===== src/rtl/cpu_pkg.sv =====
// Shared CPU definitions: register-file geometry and the write-back queue entry type.
package cpu_pkg;

    localparam int unsigned REG_BITS = 4;
    localparam int unsigned DBITS    = 32;
    localparam int unsigned NUM_REGS = 1 << REG_BITS;

    typedef struct packed {
        logic                valid;
        logic [REG_BITS-1:0] idx;
        logic [DBITS-1:0]    data;
    } wb_entry_t;

    function automatic logic [NUM_REGS-1:0] reg_onehot(input logic [REG_BITS-1:0] r);
        return NUM_REGS'(1) << r;
    endfunction

endpackage


===== src/rtl/regfile_wb_queue_if.sv =====
// Result-push handshake and regfile write-port bundle of the write-back queue.
interface regfile_wb_queue_if #(
    parameter int unsigned DBITS    = 32,
    parameter int unsigned REG_BITS = 4
);
    logic                in_valid;
    logic                in_ready;
    logic [REG_BITS-1:0] in_reg;
    logic [DBITS-1:0]    in_data;
    logic                wr_en;
    logic [REG_BITS-1:0] wr_reg;
    logic [DBITS-1:0]    wr_data;

    modport master (
        output in_valid, in_reg, in_data,
        input  in_ready, wr_en, wr_reg, wr_data
    );

    modport slave (
        input  in_valid, in_reg, in_data,
        output in_ready, wr_en, wr_reg, wr_data
    );
endinterface


===== src/rtl/wb_fwd_match.sv =====
// Age-ordered match of one read select against the queued write-back entries;
// the youngest matching entry supplies the forwarded value.
module wb_fwd_match
    import cpu_pkg::*;
#(
    parameter int unsigned DEPTH = 4
) (
    input  wb_entry_t                  entries [DEPTH],
    input  logic [$clog2(DEPTH)-1:0]   head,
    input  logic [REG_BITS-1:0]        sel,
    output logic                       hit,
    output logic [DBITS-1:0]           data
);
    localparam int unsigned PW = $clog2(DEPTH);

    logic [PW-1:0] p;

    // Walk oldest to youngest from head; later matches overwrite, so the youngest wins.
    always_comb begin
        hit  = 1'b0;
        data = '0;
        p    = '0;
        for (int unsigned k = 0; k < DEPTH; k++) begin
            p = head + PW'(k);
            if (entries[p].valid && (entries[p].idx == sel)) begin
                hit  = 1'b1;
                data = entries[p].data;
            end
        end
    end

endmodule


===== src/rtl/regfile_wb_queue.sv =====
// Write-back queue feeding the 16x32 dual-read register file: one drain per cycle,
// with forwarding of queued-but-unwritten values to both read selects.
module regfile_wb_queue
    import cpu_pkg::*;
#(
    parameter int unsigned DEPTH    = 4,
    parameter int unsigned DBITS    = cpu_pkg::DBITS,
    parameter int unsigned REG_BITS = cpu_pkg::REG_BITS
) (
    input  logic                       clk,
    input  logic                       reset,
    regfile_wb_queue_if.slave          bus,
    input  logic                       flush,
    input  logic [REG_BITS-1:0]        rd_sel1,
    input  logic [REG_BITS-1:0]        rd_sel2,
    output logic                       fwd_hit1,
    output logic [DBITS-1:0]           fwd_data1,
    output logic                       fwd_hit2,
    output logic [DBITS-1:0]           fwd_data2,
    output logic [(2**REG_BITS)-1:0]   busy_mask,
    output logic [$clog2(DEPTH):0]     count
);
    localparam int unsigned PW = $clog2(DEPTH);
    localparam int unsigned CW = PW + 1;

    wb_entry_t     entries [DEPTH];
    logic [PW-1:0] head;
    logic [PW-1:0] tail;
    logic          push;
    logic          drain;

    // reset gates in_ready so the producer sees backpressure while reset is held
    assign bus.in_ready = reset && (count < CW'(DEPTH)) && !flush;
    assign bus.wr_en    = (count != '0) && !flush;
    assign bus.wr_reg   = entries[head].idx;
    assign bus.wr_data  = entries[head].data;

    assign push  = bus.in_valid && bus.in_ready;
    assign drain = bus.wr_en;

    always_ff @(posedge clk or negedge reset) begin
        if (!reset) begin
            head  <= '0;
            tail  <= '0;
            count <= '0;
            for (int unsigned i = 0; i < DEPTH; i++) begin
                entries[i] <= '0;
            end
        end else if (flush) begin
            head  <= '0;
            tail  <= '0;
            count <= '0;
            for (int unsigned i = 0; i < DEPTH; i++) begin
                entries[i].valid <= 1'b0;
            end
        end else begin
            // push and drain never address the same slot: drain needs count>0, push needs count<DEPTH
            if (push) begin
                entries[tail].valid <= 1'b1;
                entries[tail].idx   <= bus.in_reg;
                entries[tail].data  <= bus.in_data;
                tail                <= tail + PW'(1);
            end
            if (drain) begin
                entries[head].valid <= 1'b0;
                head                <= head + PW'(1);
            end
            if (push && !drain) begin
                count <= count + CW'(1);
            end else if (drain && !push) begin
                count <= count - CW'(1);
            end
        end
    end

    always_comb begin
        busy_mask = '0;
        for (int unsigned i = 0; i < DEPTH; i++) begin
            if (entries[i].valid) begin
                busy_mask = busy_mask | reg_onehot(entries[i].idx);
            end
        end
    end

    wb_fwd_match #(.DEPTH(DEPTH)) u_fwd1 (
        .entries (entries),
        .head    (head),
        .sel     (rd_sel1),
        .hit     (fwd_hit1),
        .data    (fwd_data1)
    );

    wb_fwd_match #(.DEPTH(DEPTH)) u_fwd2 (
        .entries (entries),
        .head    (head),
        .sel     (rd_sel2),
        .hit     (fwd_hit2),
        .data    (fwd_data2)
    );

endmodule


===== src/flat_wrapper.sv =====
// flat-port wrapper written by rule: the top's interface ports become plain ports
module regfile_wb_queue_flat import cpu_pkg::*;
#(
    parameter int unsigned DEPTH    = 4,
    parameter int unsigned DBITS    = cpu_pkg::DBITS,
    parameter int unsigned REG_BITS = cpu_pkg::REG_BITS
)
  (clk, reset, flush, rd_sel1, rd_sel2, fwd_hit1, fwd_data1, fwd_hit2, fwd_data2, busy_mask, count, bus_in_valid, bus_in_reg, bus_in_data, bus_in_ready, bus_wr_en, bus_wr_reg, bus_wr_data);
  regfile_wb_queue_if #(.DBITS(DBITS), .REG_BITS(REG_BITS)) bus_i ();
  input  logic clk;
  input  logic reset;
  input  logic flush;
  input  logic [REG_BITS-1:0] rd_sel1;
  input  logic [REG_BITS-1:0] rd_sel2;
  output logic fwd_hit1;
  output logic [DBITS-1:0] fwd_data1;
  output logic fwd_hit2;
  output logic [DBITS-1:0] fwd_data2;
  output logic [(2**REG_BITS)-1:0] busy_mask;
  output logic [$clog2(DEPTH):0] count;
  input wire logic [$bits(bus_i.in_valid)-1:0] bus_in_valid;
  input wire logic [$bits(bus_i.in_reg)-1:0] bus_in_reg;
  input wire logic [$bits(bus_i.in_data)-1:0] bus_in_data;
  output wire logic [$bits(bus_i.in_ready)-1:0] bus_in_ready;
  output wire logic [$bits(bus_i.wr_en)-1:0] bus_wr_en;
  output wire logic [$bits(bus_i.wr_reg)-1:0] bus_wr_reg;
  output wire logic [$bits(bus_i.wr_data)-1:0] bus_wr_data;
  assign bus_i.in_valid = bus_in_valid;
  assign bus_i.in_reg = bus_in_reg;
  assign bus_i.in_data = bus_in_data;
  assign bus_in_ready = bus_i.in_ready;
  assign bus_wr_en = bus_i.wr_en;
  assign bus_wr_reg = bus_i.wr_reg;
  assign bus_wr_data = bus_i.wr_data;
  regfile_wb_queue #(.DEPTH(DEPTH), .DBITS(DBITS), .REG_BITS(REG_BITS)) u_core (.clk(clk), .reset(reset), .bus(bus_i), .flush(flush), .rd_sel1(rd_sel1), .rd_sel2(rd_sel2), .fwd_hit1(fwd_hit1), .fwd_data1(fwd_data1), .fwd_hit2(fwd_hit2), .fwd_data2(fwd_data2), .busy_mask(busy_mask), .count(count));
endmodule

===== config.mk =====
export PLATFORM = sky130hd
export DESIGN_NAME = regfile_wb_queue_flat
export DESIGN_NICKNAME = d
export VERILOG_FILES = /design/src/rtl/cpu_pkg.sv /design/src/rtl/regfile_wb_queue_if.sv /design/src/rtl/wb_fwd_match.sv /design/src/rtl/regfile_wb_queue.sv /design/src/flat_wrapper.sv
export SDC_FILE = /design/constraint.sdc
export NUM_CORES = 1
export LEC_CHECK = 0
export CELL_PAD_IN_SITES_DETAIL_PLACEMENT = 0
export CELL_PAD_IN_SITES_GLOBAL_PLACEMENT = 1
export CORE_UTILIZATION = 45
export CTS_CLUSTER_DIAMETER = 120
export DETAILED_ROUTE_END_ITERATION = 10
export PLACE_DENSITY = 0.78
export SETUP_SLACK_MARGIN = 0.02
export SYNTH_ARGS = -nofsm -noshare
export SYNTH_HDL_FRONTEND = slang
export SYNTH_SLANG_ARGS = --single-unit
export TNS_END_PERCENT = 100

===== constraint.sdc =====
create_clock -name clk -period 6.2 [get_ports clk]
set_input_delay 0.62 -clock clk [delete_from_list [all_inputs] [get_ports clk]]
set_output_delay 0.62 -clock clk [all_outputs]
set_load 0.02 [all_outputs]

==> qor.yml <==
grt:
  grt_pass1_vias: 10042
  grt-ovfl-total: 0
  grt_pass1_wl_mm: 58.7
  grt_max_degree: 155
  grtUsageTotal_pct: 26.6
  antenna_found_initial: 1
detailed_routing:
  first_pass_iters: 5
  avgRoutedWirePerCell_um: 23.6
  routed_wirelength_mm: 37.1
  vias_per_cell: 6.45
  drtIter0Drc: 873
  num_vias: 10132
  post-route-drc-count: 0
  ant_nets: 0
pwr:
  p_total_mw: 6.55
  combPwrFrac_pct: 56.4
  ir_drop_mv: 0.272
  p_switching_mw: 2.78
  pwr-share-seq_pct: 27.0
  clockPowerShare_pct: 16.7
  p_int_mw: 3.77
  powerDensity_nw_per_um2: 435
  switching_share_pct: 42.5
  power.leakage_nw: 5.65
critical_path:
  start_kind: "flip-flop"
  crit_required_ps: 5580
  crit_arrival_ps: 4740
  crit_fanout: 154
  path_class: "reg -> out"
  rr_worst_depth: 5
  r2r-start: "u_core.count[2]"
  rrSetupSlack_ps: 3650
  endpoint_kind: "output pin"
logic_synthesis:
  synthCells: 1074
  synth.most_common_cell: "mux2_2"
  yosys_warnings: 0
  synth_edf_count: 0
  yosysTopAreaCell: "dfrtp_1"
  ys_seq_area_share_pct: 30.7
  syn_area_per_cell_um2: 11.8
  async_reset_ff_share_pct: 100
  synth_flop_cell: "dfrtp_1"
  synth_area_um2: 12600
  yosys.area.top_type_share_pct: 30.7
  ys_ff_latch: 155
  synthDistinctLibCells: 66
  yosys-top-cells-area: "dfrtp_1 (31%), mux4_2 (20%), mux2_2 (15%), mux2i_1 (5.5%), o211ai_1 (2.6%)"
  syn_nets: 1131
  synth_common_cells: "mux2_2 (167), dfrtp_1 (155), mux4_2 (110)"
sta:
  grt_setup_unrepaired: "false"
  clock.fmax_mhz: 186
  period_needed_ps: 5360
  skew_ps: 15.8
  tightest_slew_ps: 1160
  slew_headroom_pct: 21.9
  report.final.slew_viol_count: 0
  fin_hold_ws_ps: 47.0
  setup_violations: 0
  tns_ps: 0
  fin_crit_sh_pct: 86.5
  hold_viol_final: 0
layout:
  areaGrowthSynthToFinish_pct: 19.2
  drive_above_1_share_pct: 29.9
  finalNonFillerCells: 1571
  diodes: 0
  fin_nets: 1243
  final_util_pct: 55.3
die:
  start_util_pct: 46.4
  rows: 60
  die_x_um: 170
  coreArea_um2: 27300
  die_area_um2: 28800
  pin_count: 171
  dieHeight_um: 170
clock_network:
  cts_resized: 0
  clk_pin_slew_ps: 70
  cts_root_buf: "clkbuf_16"
  clk_latency_ps: 440
  cts_sinks: 155
  h-tree-depth: 4
  cts_max_path_buffers: 2
  postCtsHoldBufs: 0
  cts_tree: "built"
  cts_setup_buffers: 0
  numCtsBuffers: 17
status:
  run_status: "completed"
placed_design:
  io_buffer_count: 170
  gp_congestion: 0.874
  hpwl_mm: 24.4
  placed_cells: 1539
min_path:
  hold_path_class: "in -> async"
run:
  maxCapViolCount: 0
## power by group through the flow
stage / registers (mW) / clock network [mW] / logic, mW
floorplan: 1.58 / 0 / 2.79
global placement: 1.74 / 0 / 3.63
finish: 1.77 / 1.09 / 3.69
CTS: 1.75 / 1.11 / 3.69
detailed placement: 1.77 / 0 / 3.67
global route: 1.82 / 1.15 / 3.95
## cell families (layout without fill, tap and decap cells)
group	Yosys count	in the layout	synth area share (%)
AO/OA/AOI/OAI	151	151	9.26
AND/OR/NAND/NOR	250	250	9.92
multiplexers	356	356	41.7
flip-flops	155	155	30.7
buffers and inverters	117	242	4.92
adder cells (fa/ha/maj)	9	9	0.951
XOR/XNOR	36	36	2.55
## worst max path at each step
stage                   startpoint             to  cells after the start
finish              u_core.head[0]   fwd_data1[3]                      8
global route        u_core.head[0]   fwd_data1[4]                      8
CTS                 u_core.head[0]  fwd_data1[21]                      8
detailed placement  u_core.head[0]  fwd_data1[21]                      8
global placement    u_core.head[0]   fwd_data1[7]                      9
floorplan           u_core.head[0]   fwd_data1[9]                     16
## placed cells by master, fill, tap and decap left out, types with 6 or more instances in the layout
cell,count
clkdlybuf4s50_1,169
mux2_2,167
dfrtp_1,153
mux4_2,110
mux2i_1,70
nand2_1,70
nor2_1,56
nand3_1,43
o211ai_1,43
xnor2_1,30
a21oi_1,23
inv_1,20
buf_4,18
clkbuf_16,17
o221ai_1,14
nor3b_1,11
or3_1,11
o21ai_0,9
a22o_1,8
o311ai_0,7
mux4_1,7
a31oi_1,7
nand4_1,7
ha_1,7
nand2b_1,6
a221oi_1,6
clkinv_8,6
## metal layers
metal  GRT usage (%)  vias to the layer above  share of wire, %
met1            36.8                     5175                44
met5               0                        -             0.046
met3            4.45                       62               6.6
met4            7.64                        2               1.9
li1                -                     4426                 -
met2            42.8                      467                48
## metrics by stage
step                      worst slack [ps]  cell area (um^2)
after floorplan                       1180             12600
after global placement                1370             14500
after detailed placement              1280             14500
after CTS                              816             15100
after global routing                   577             15100
final                                  837             15100
## cell type report
| type | instances | area (um^2) |
|---|---|---|
| fillers | 2318 | 12200 |
| multi-input cells | 802 | 8170 |
| flip-flops and latches | 155 | 3880 |
| repair buffers | 189 | 1860 |
| well taps | 372 | 465 |
| clock buffers | 17 | 425 |
| clock inverters | 15 | 191 |
| inverters | 21 | 78.8 |
## critical path, stage by stage, from the launching register on
cell and delay (ps):
dfrtp_4 420, buf_12 710, mux4_1 710, xnor2_1 150, nand3_1 140, or2_1 510
o211ai_4 510, o211ai_1 450, clkdlybuf4s50_1 670
No activity file was read; power rests on OpenSTA's default activity.
